## src/rtl/fix2tfp_stream.sv

```systemverilog
// rtl/fix2tfp_stream.sv - unsigned fixed-point to trivial float-point lane converter with a stallable pipeline
//
// Converts CHANNELS unsigned fixed-point lanes into {exp, mant} float-point
// words. Conversion happens ahead of the first register. PIPELINE register
// stages with bubble collapsing carry the result to the output.
//
// Ports:
//   clk        - the only clock
//   rst_n      - asynchronous active-low reset
//   clkena     - clock enable; low freezes every register and blocks both handshakes
//   inp_valid  - input word set valid
//   inp_ready  - block accepts input (combinational from out_ready)
//   inp_data   - CHANNELS lanes of FIX_WIDTH bits, lane k at [k*FIX_WIDTH +: FIX_WIDTH]
//   out_valid  - output word set valid (last-stage valid bit)
//   out_ready  - downstream accepts output
//   out_data   - CHANNELS lanes of TFP_WIDTH bits, lane k = {exp, mant}
//   out_sat    - per-lane flag: rounding saturated that lane
//   sat_count  - saturating count of output transfers with any out_sat bit set
module fix2tfp_stream #(
  parameter int TFP_WIDTH = 8,
  parameter int EXP_WIDTH = 3,
  parameter int CHANNELS  = 2,
  parameter int PIPELINE  = 2,
  parameter int ROUND     = 0,
  localparam int M         = TFP_WIDTH - EXP_WIDTH,
  localparam int FIX_WIDTH = M + 2**EXP_WIDTH - 1
) (
  input  logic                          clk,
  input  logic                          rst_n,
  input  logic                          clkena,
  input  logic                          inp_valid,
  output logic                          inp_ready,
  input  logic [CHANNELS*FIX_WIDTH-1:0] inp_data,
  output logic                          out_valid,
  input  logic                          out_ready,
  output logic [CHANNELS*TFP_WIDTH-1:0] out_data,
  output logic [CHANNELS-1:0]           out_sat,
  output logic [15:0]                   sat_count
);

  localparam int EMAX = 2**EXP_WIDTH - 1;
  localparam int DW   = CHANNELS * TFP_WIDTH;

  // Returns {sat, exp, mant} for one lane.
  function automatic logic [TFP_WIDTH:0] convert(input logic [FIX_WIDTH-1:0] fix);
    logic [EXP_WIDTH-1:0] e;
    logic [FIX_WIDTH:0]   ext;
    logic [M:0]           mr;
    logic [M-1:0]         mant;
    logic                 sat;
    // Scan from the largest shift down so the last hit is the smallest exponent.
    e = '0;
    for (int i = EMAX; i >= 0; i--) begin
      if ((fix >> i) < FIX_WIDTH'(2**M)) e = EXP_WIDTH'(i);
    end
    // A zero appended below the LSB makes bit 0 of the shifted value the
    // first dropped bit, and exactly 0 when nothing is shifted out.
    ext = {fix, 1'b0} >> e;
    mr  = (M+1)'(ext >> 1);
    if (ROUND == 1) mr = mr + {{M{1'b0}}, ext[0]};
    sat  = 1'b0;
    mant = mr[M-1:0];
    if (mr[M]) begin
      if (e == EXP_WIDTH'(EMAX)) begin
        mant = '1;
        sat  = 1'b1;
      end else begin
        mant      = '0;
        mant[M-1] = 1'b1;
        e         = e + EXP_WIDTH'(1);
      end
    end
    return {sat, e, mant};
  endfunction

  logic [DW-1:0]       conv_data;
  logic [CHANNELS-1:0] conv_sat;

  always_comb begin
    conv_data = '0;
    conv_sat  = '0;
    for (int k = 0; k < CHANNELS; k++) begin
      {conv_sat[k], conv_data[k*TFP_WIDTH +: TFP_WIDTH]} =
        convert(inp_data[k*FIX_WIDTH +: FIX_WIDTH]);
    end
  end

  logic [PIPELINE-1:0] stg_valid;
  logic [DW-1:0]       stg_data [PIPELINE];
  logic [CHANNELS-1:0] stg_sat  [PIPELINE];

  logic [PIPELINE-1:0] stg_load;
  logic [PIPELINE-1:0] up_valid;
  logic [DW-1:0]       up_data  [PIPELINE];
  logic [CHANNELS-1:0] up_sat   [PIPELINE];
  logic                room;

  // A stage may load when any stage at or below it is empty, or when the
  // whole downstream chain is full and draining through out_ready.
  always_comb begin
    stg_load = '0;
    room     = out_ready;
    for (int i = PIPELINE - 1; i >= 0; i--) begin
      room        = room | ~stg_valid[i];
      stg_load[i] = room;
    end
  end

  always_comb begin
    up_valid    = '0;
    up_valid[0] = inp_valid;
    up_data[0]  = conv_data;
    up_sat[0]   = conv_sat;
    for (int i = 1; i < PIPELINE; i++) begin
      up_valid[i] = stg_valid[i-1];
      up_data[i]  = stg_data[i-1];
      up_sat[i]   = stg_sat[i-1];
    end
  end

  always_ff @(posedge clk or negedge rst_n) begin
    if (!rst_n) begin
      stg_valid <= '0;
      for (int i = 0; i < PIPELINE; i++) begin
        stg_data[i] <= '0;
        stg_sat[i]  <= '0;
      end
    end else if (clkena) begin
      for (int i = 0; i < PIPELINE; i++) begin
        if (stg_load[i]) begin
          stg_valid[i] <= up_valid[i];
          stg_data[i]  <= up_data[i];
          stg_sat[i]   <= up_sat[i];
        end
      end
    end
  end

  assign inp_ready = clkena & stg_load[0];
  assign out_valid = stg_valid[PIPELINE-1];
  assign out_data  = stg_data[PIPELINE-1];
  assign out_sat   = stg_sat[PIPELINE-1];

  logic out_xfer;
  assign out_xfer = clkena & out_valid & out_ready;

  always_ff @(posedge clk or negedge rst_n) begin
    if (!rst_n) begin
      sat_count <= '0;
    end else if (out_xfer && (|out_sat) && (sat_count != 16'hFFFF)) begin
      sat_count <= sat_count + 16'd1;
    end
  end

endmodule

```

## config.mk

```make
export PLATFORM = sky130hd
export DESIGN_NAME = fix2tfp_stream
export DESIGN_NICKNAME = d
export VERILOG_FILES = /design/src/rtl/fix2tfp_stream.sv
export SDC_FILE = /design/constraint.sdc
export NUM_CORES = 1
export LEC_CHECK = 0
export CELL_PAD_IN_SITES_DETAIL_PLACEMENT = 1
export CELL_PAD_IN_SITES_GLOBAL_PLACEMENT = 1
export CORE_UTILIZATION = 42
export CTS_CLUSTER_DIAMETER = 60
export DETAILED_ROUTE_END_ITERATION = 6
export PLACE_DENSITY_LB_ADDON = 0.25
export SETUP_SLACK_MARGIN = 0.02
export SLEW_MARGIN = 20
export SYNTH_ARGS = -nofsm -noshare
export SYNTH_HDL_FRONTEND = slang
export SYNTH_SLANG_ARGS = --single-unit
```

## constraint.sdc

```tcl
create_clock -name clk -period 3.41 [get_ports clk]
set_clock_uncertainty 0.05 [all_clocks]
set_input_delay 1.023 -clock clk [delete_from_list [all_inputs] [get_ports clk]]
set_output_delay 1.023 -clock clk [all_outputs]
set_load 0.01 [all_outputs]
```

==> results.py, run 1 <==
metrics = {
    "run_status": {
        "outcome": "complete, no violations",
    },
    "synth": {
        "synth_cell_types": 58,
        "synth-edff-count": 0,
        "synthesis.area_um2": 3070,
        "synth_cells": 303,
        "synth_seq_area_share": 0.441,
        "postSynthAreaPerCell_um2": 10.1,
        "async_flop_share": 1.00,
        "yosys_warnings": 0,
        "ys_ff_latch": 54,
        "syn-num-nets": 333,
        "synthFlopType": "dfrtp_1",
    },
    "power": {
        "clkPwrFrac": 0.235,
        "p_leak_nw": 1.57,
        "p_per_area_nw_per_um2": 385,
        "power.switching_mw": 0.415,
        "switching_share": 0.283,
        "ir_drop_uv": 171,
        "intPower_mw": 1.05,
        "power_frac_seq": 0.513,
        "pwr-share-comb": 0.252,
    },
    "cts": {
        "clk_pin_slew_ps": 90,
        "htree_num_levels": 2,
        "cts_tree": "done",
        "clk-insertion-delay-late_ps": 300,
        "cts.sinks": 54,
        "cts-buffers-inserted": 5,
        "cts_root_buffer": "clkbuf_8",
        "hold_buffers": 0,
        "cts_max_path_buffers": 2,
        "cts_setup_buffers": 0,
    },
    "placed_design": {
        "place_inst": 448,
        "hpwl_um": 5660,
        "portBuffers": 64,
        "place_congestion": 0.830,
    },
    "critical_path": {
        "path_buf_inv": 3,
        "worstPathCellList": "clkdlybuf4s50_1 > nand3b_1 > nand2_1 > inv_1 > dlygate4sd2_1",
        "critPathRequiredTime_ps": 2340,
        "path_class": "in -> out",
        "end_kind": "output pin",
        "critPathLaunchType": "input pin",
        "max_stage_delay_ps": 420,
        "cp_slowest_cell": "clkdlybuf4s50_1",
        "critPathMaxFanout": 2,
        "crit_family": "buffers and inverters",
        "crit_arrival_ps": 2120,
    },
    "floorplanning": {
        "dieArea_um2": 7650,
        "die_w_um": 87.5,
        "core_region_area_um2": 6910,
        "fp.dieH_um": 87.5,
        "io_pins": 65,
        "start_util": 0.444,
        "row_count": 30,
    },
    "route": {
        "vias": 2426,
        "dr.pass1.iters": 4,
        "final_antenna_net_count": 0,
        "drc_errors": 0,
        "drt_wl_total_um": 7310,
        "via_per_inst": 5.33,
        "drt_iter0_drc": 69,
        "routedWlPerCell_um": 16.1,
    },
    "sta": {
        "final_max_slew_viol_count": 0,
        "hold_viol": 0,
        "setup_viol": 0,
        "worst_pin_slew_ps": 674,
        "relSlewSlack": 0.551,
        "rsz0062_at_grt": "false",
        "fin_setup_tns_ps": 0,
        "timing.fmax_mhz": 313,
        "fin_crit_ps": 3190,
        "whs_ps": 434,
        "fin_crit_sh": 0.936,
    },
    "layout": {
        "multiInputGateArea_um2": 1480,
        "fill_cells": 799,
        "nets": 389,
        "finalNonFillerCells": 455,
        "drive_gt1_frac": 0.167,
        "seq_area_um2": 1350,
        "n_antenna_cell": 0,
        "area_growth_pct": 24.4,
    },
    "global_route": {
        "grt_pass1_vias": 2549,
        "antenna_found_initial": 0,
        "grt_max_degree": 55,
        "globalRouteOverflowTotal": 0,
        "grt_pass1_wl_um": 12200,
        "track_usage": 0.207,
    },
    "job": {
        "maxCapViolations": 0,
    },
    "min_path": {
        "hold_class": "reg -> reg",
    },
}
worst reg2reg max path: cells and delay by family (launching register included):
family                   cells  cell delay [ps]
adder cells (fa/ha/maj)      1              230
multiplexers                 1              370
AND/OR/NAND/NOR              2              460
AO/OA/AOI/OAI                1              370
flip-flops                   1              410
layer usage:
metal,track usage,wire length (um)
met2,0.360,3670
met4,0.0492,65
met1,0.269,3350
met3,0.0322,217
met5,0,0
cells by family after synthesis:
family	after synthesis	synth area share
simple gates	101	0.167
compound gates	61	0.159
flops	54	0.441
buf+inv	41	0.0779
mux	31	0.111
xor+xnor	14	0.0400
fa+ha+maj	1	0.00408
metrics by stage:
step	util	power (mW)	setup slack [ps]	instance area [um^2]
2_1_floorplan	-	0.993	518	3070
3_3_place_gp	0.541	1.13	-30.0	3730
3_5_place_dp	0.541	1.14	-39.3	3730
4_1_cts	0.553	1.49	204	3820
5_1_grt	0.553	1.54	139	3820
6_report	0.553	1.47	219	3820
final timing paths:
check | cells after the start | startpoint | slack [ps] | to
worst max-delay path | 5 | out_ready | 220 | inp_ready
worst min-delay path | 2 | stg_data[22] | 430 | stg_data[22]
worst max register to register | 5 | sat_count[0] | 1400 | sat_count[1]
worst min register to register | 2 | stg_data[22] | 430 | stg_data[22]
max in group asynchronous | 2 | rst_n | 2080 | out_sat[1]
min in group asynchronous | 2 | rst_n | 790 | sat_count[3]
cell usage in the layout (no fill, tap or decap), types with 10 or more instances in the layout:
master	netlist	layout
nand2_1	25	25
clkdlybuf4s50_1	0	62
nand3_1	10	10
buf_4	19	14
dfrtp_1	54	54
a21oi_1	10	10
nor2_1	27	27
mux2_2	21	21
inv_1	11	11
o21ai_0	12	12
power by group through the flow:
stage | registers (mW) | clock network, mW | logic [mW]
3_5_place_dp | 0.768 | 0 | 0.374
6_report | 0.753 | 0.345 | 0.371
5_1_grt | 0.761 | 0.379 | 0.404
4_1_cts | 0.755 | 0.358 | 0.376
3_3_place_gp | 0.763 | 0 | 0.364
2_1_floorplan | 0.749 | 0 | 0.244
layout make-up:
| type | count | area share |
|---|---|---|
| clock inverters | 2 | 0.00393 |
| repair buffers | 78 | 0.194 |
| flip-flops and latches | 54 | 0.354 |
| inverters | 12 | 0.0118 |
| clock buffers | 5 | 0.0180 |
| well taps | 96 | 0.0315 |
| multi-input cells | 208 | 0.387 |
registers in the layout (all words and copies together), names as in the netlist:
name / flops
stg_data: 16
stg_sat: 2
sat_count: 16
out_data: 16
out_sat: 2
stg_valid: 2
Yosys cell counts, types with 3 or more instances:
cell       n  area share
nand2b_1   4      0.0082
dfrtp_1   54        0.44
xor2_1     8       0.023
mux2i_1    9       0.029
clkbuf_1   4      0.0049
a22o_1     3      0.0086
nor2_1    27       0.033
nor3_1     7       0.011
o21ai_0   12       0.020
nand3_1   10       0.016
nand4_1    5       0.010
inv_1     11       0.013
o31ai_1    3      0.0073
a31oi_1    3      0.0061
buf_2      5      0.0082
a21oi_1   10       0.016
xnor2_1    6       0.017
nand2_1   25       0.031
nor2b_1    5       0.010
mux2_2    21       0.077
a221o_1    3      0.0098
buf_4     19       0.047
nor4_1     4      0.0082
repair_timing:
item | in CTS | in global routing
endpoints found under the hold margin | 0 | 0
gates resized for setup | 1 | 0
endpoints found under the setup margin | 1 | 0
Power figures use the tool's default switching activity.
==> run 2: changes to the inputs <==
CORE_UTILIZATION = 35   (was 42)
SLEW_MARGIN = not set   (was 20)
clock period = 2.8 ns   (was 3.41 ns; I/O delays follow)
==> results.py, run 2 (synthesized netlist as in run 1, its figures left out) <==
metrics = {
    "sta": {
        "worst_pin_slew_ps": 553,
        "timing.fmax_mhz": 382,
        "setup_viol": 0,
        "fin_crit_sh": 0.935,
        "fin_setup_tns_ps": 0,
        "fin_crit_ps": 2620,
        "final_max_slew_viol_count": 0,
        "relSlewSlack": 0.631,
        "rsz0062_at_grt": "false",
        "hold_viol": 0,
    },
    "power": {
        "p_per_area_nw_per_um2": 475,
        "ir_drop_uv": 206,
        "p_leak_nw": 1.68,
    },
    "min_path": {
        "hold_class": "reg -> reg",
    },
    "floorplanning": {
        "start_util": 0.368,
        "core_region_area_um2": 8340,
        "row_count": 33,
        "fp.dieH_um": 95.6,
        "die_w_um": 95.6,
        "dieArea_um2": 9140,
        "io_pins": 65,
    },
    "cts": {
        "clk_pin_slew_ps": 90,
        "cts_max_path_buffers": 2,
        "clk-insertion-delay-late_ps": 300,
        "cts_root_buffer": "clkbuf_8",
        "cts-buffers-inserted": 5,
        "cts_tree": "done",
        "cts.sinks": 54,
        "htree_num_levels": 2,
    },
    "global_route": {
        "antenna_found_initial": 0,
        "grt_pass1_wl_um": 12900,
        "grt_pass1_vias": 2628,
        "track_usage": 0.181,
        "globalRouteOverflowTotal": 0,
        "grt_max_degree": 25,
    },
    "critical_path": {
        "worstReg2RegStart": "sat_count[0]",
        "critPathRequiredTime_ps": 1910,
        "reg2regPathDepth": 5,
        "worstPathCellList": "dlygate4sd2_1 > nand3b_1 > nand2_1 > inv_1 > dlygate4sd2_1",
        "reg2reg_slack_ps": 720,
        "critPathMaxFanout": 2,
        "end_kind": "output pin",
        "worst-path-stages": 5,
        "rr_endpoint": "sat_count[1]",
        "max_stage_delay_ps": 280,
        "path_buf_inv": 3,
        "cp_slowest_cell": "dlygate4sd2_1",
        "path_class": "in -> out",
        "critPathLaunchType": "input pin",
        "cp-endpoint": "inp_ready",
        "worstSetupStartpoint": "out_ready",
        "critPathMostFrequentCell": "dlygate4sd2_1",
        "crit_arrival_ps": 1730,
        "crit_family": "buffers and inverters",
    },
    "layout": {
        "multiInputGateArea_um2": 1480,
        "seq_area_um2": 1350,
        "n_antenna_cell": 0,
        "nets": 410,
        "drive_gt1_frac": 0.213,
        "stdcell_area_um2": 4010,
        "layout_commonest_cell": "clkdlybuf4s50_1",
        "layout_common_cells": "61 x clkdlybuf4s50_1, 54 x dfrtp_1, 35 x buf_4, 27 x nor2_1, 25 x nand2_1",
        "fill_cells": 935,
        "area_growth_pct": 30.8,
    },
    "placed_design": {
        "place_congestion": 0.801,
        "portBuffers": 64,
        "hpwl_um": 6110,
        "place_area_um2": 3890,
    },
    "job": {
        "maxCapViolations": 0,
    },
    "route": {
        "via_per_inst": 5.24,
        "drc_errors": 0,
        "dr.pass1.iters": 4,
        "vias": 2545,
        "routedWlPerCell_um": 15.7,
        "drt_wl_total_um": 7640,
        "final_antenna_net_count": 0,
        "drt_iter0_drc": 65,
    },
    "run_status": {
        "outcome": "complete, no violations",
    },
}
[run 2: changes by cell type in the layout (fill, tap and decap cells not counted)]
cell,delta
clkbuf_1,+1
clkdlybuf4s50_1,-1
buf_4,+21
clkinvlp_4,-1
dlygate4sd2_1,+1
bufinv_16,+1
[run 2: repair_timing]
item                                    4_1_cts  5_1_grt
hold buffers                                  0        0
setup buffers                                 1        0
endpoints found under the setup margin        1        0
endpoints found under the hold margin         0        0
gates resized for setup                       2        0
[run 2: area by class of cell]
cell class                 count  area share
multi-input combinational    208       0.368
clock buffer                   6      0.0181
tap                          105      0.0328
timing repair buffer          99       0.223
inverter                      12      0.0112
sequential                    54       0.337
clock inverter                 2     0.00936
[run 2: power breakdown]
part           switching, mW  total [mW]  internal [mW]
logic                  0.214       0.480          0.267
clock network          0.245       0.512          0.267
registers             0.0498       0.914          0.864
total                  0.508        1.91           1.40
[run 2: how the worst min path moves through the flow]
stage,cells past startpoint,end,startpoint
finish,2,stg_data[22],stg_data[22]
floorplan,2,stg_data[22],stg_data[22]
CTS,2,stg_data[22],stg_data[22]
global route,2,stg_data[22],stg_data[22]
detailed placement,2,stg_data[22],stg_data[22]
global placement,2,stg_data[30],stg_data[30]
[run 2: through the flow]
stage | util | hold WS, ps | power, mW | cells | setup slack (ps)
4_1_cts | 0.481 | 443 | 1.94 | 486 | 161
6_report | 0.481 | 438 | 1.91 | 486 | 181
5_1_grt | 0.481 | 466 | 2.01 | 486 | 113
2_1_floorplan | - | 392 | 1.21 | 303 | 274
3_3_place_gp | 0.467 | 408 | 1.40 | 477 | -296
3_5_place_dp | 0.467 | 419 | 1.42 | 477 | -286
[run 2: routing by layer]
metal | GRT usage | vias up | share of wire | routed length, um
li1 | - | 1222 | - | -
met1 | 0.244 | 1266 | 0.47 | 3560
met2 | 0.305 | 50 | 0.49 | 3770
met3 | 0.0239 | 7 | 0.029 | 218
met4 | 0.0498 | 0 | 0.013 | 100
met5 | 0 | - | 0 | 0
[run 2: tightest hold or removal path, delay by kind of cell, from the launching register on]
kind	cells	cell delay (ps)
DFF	1	360
and+or+nand+nor	2	100
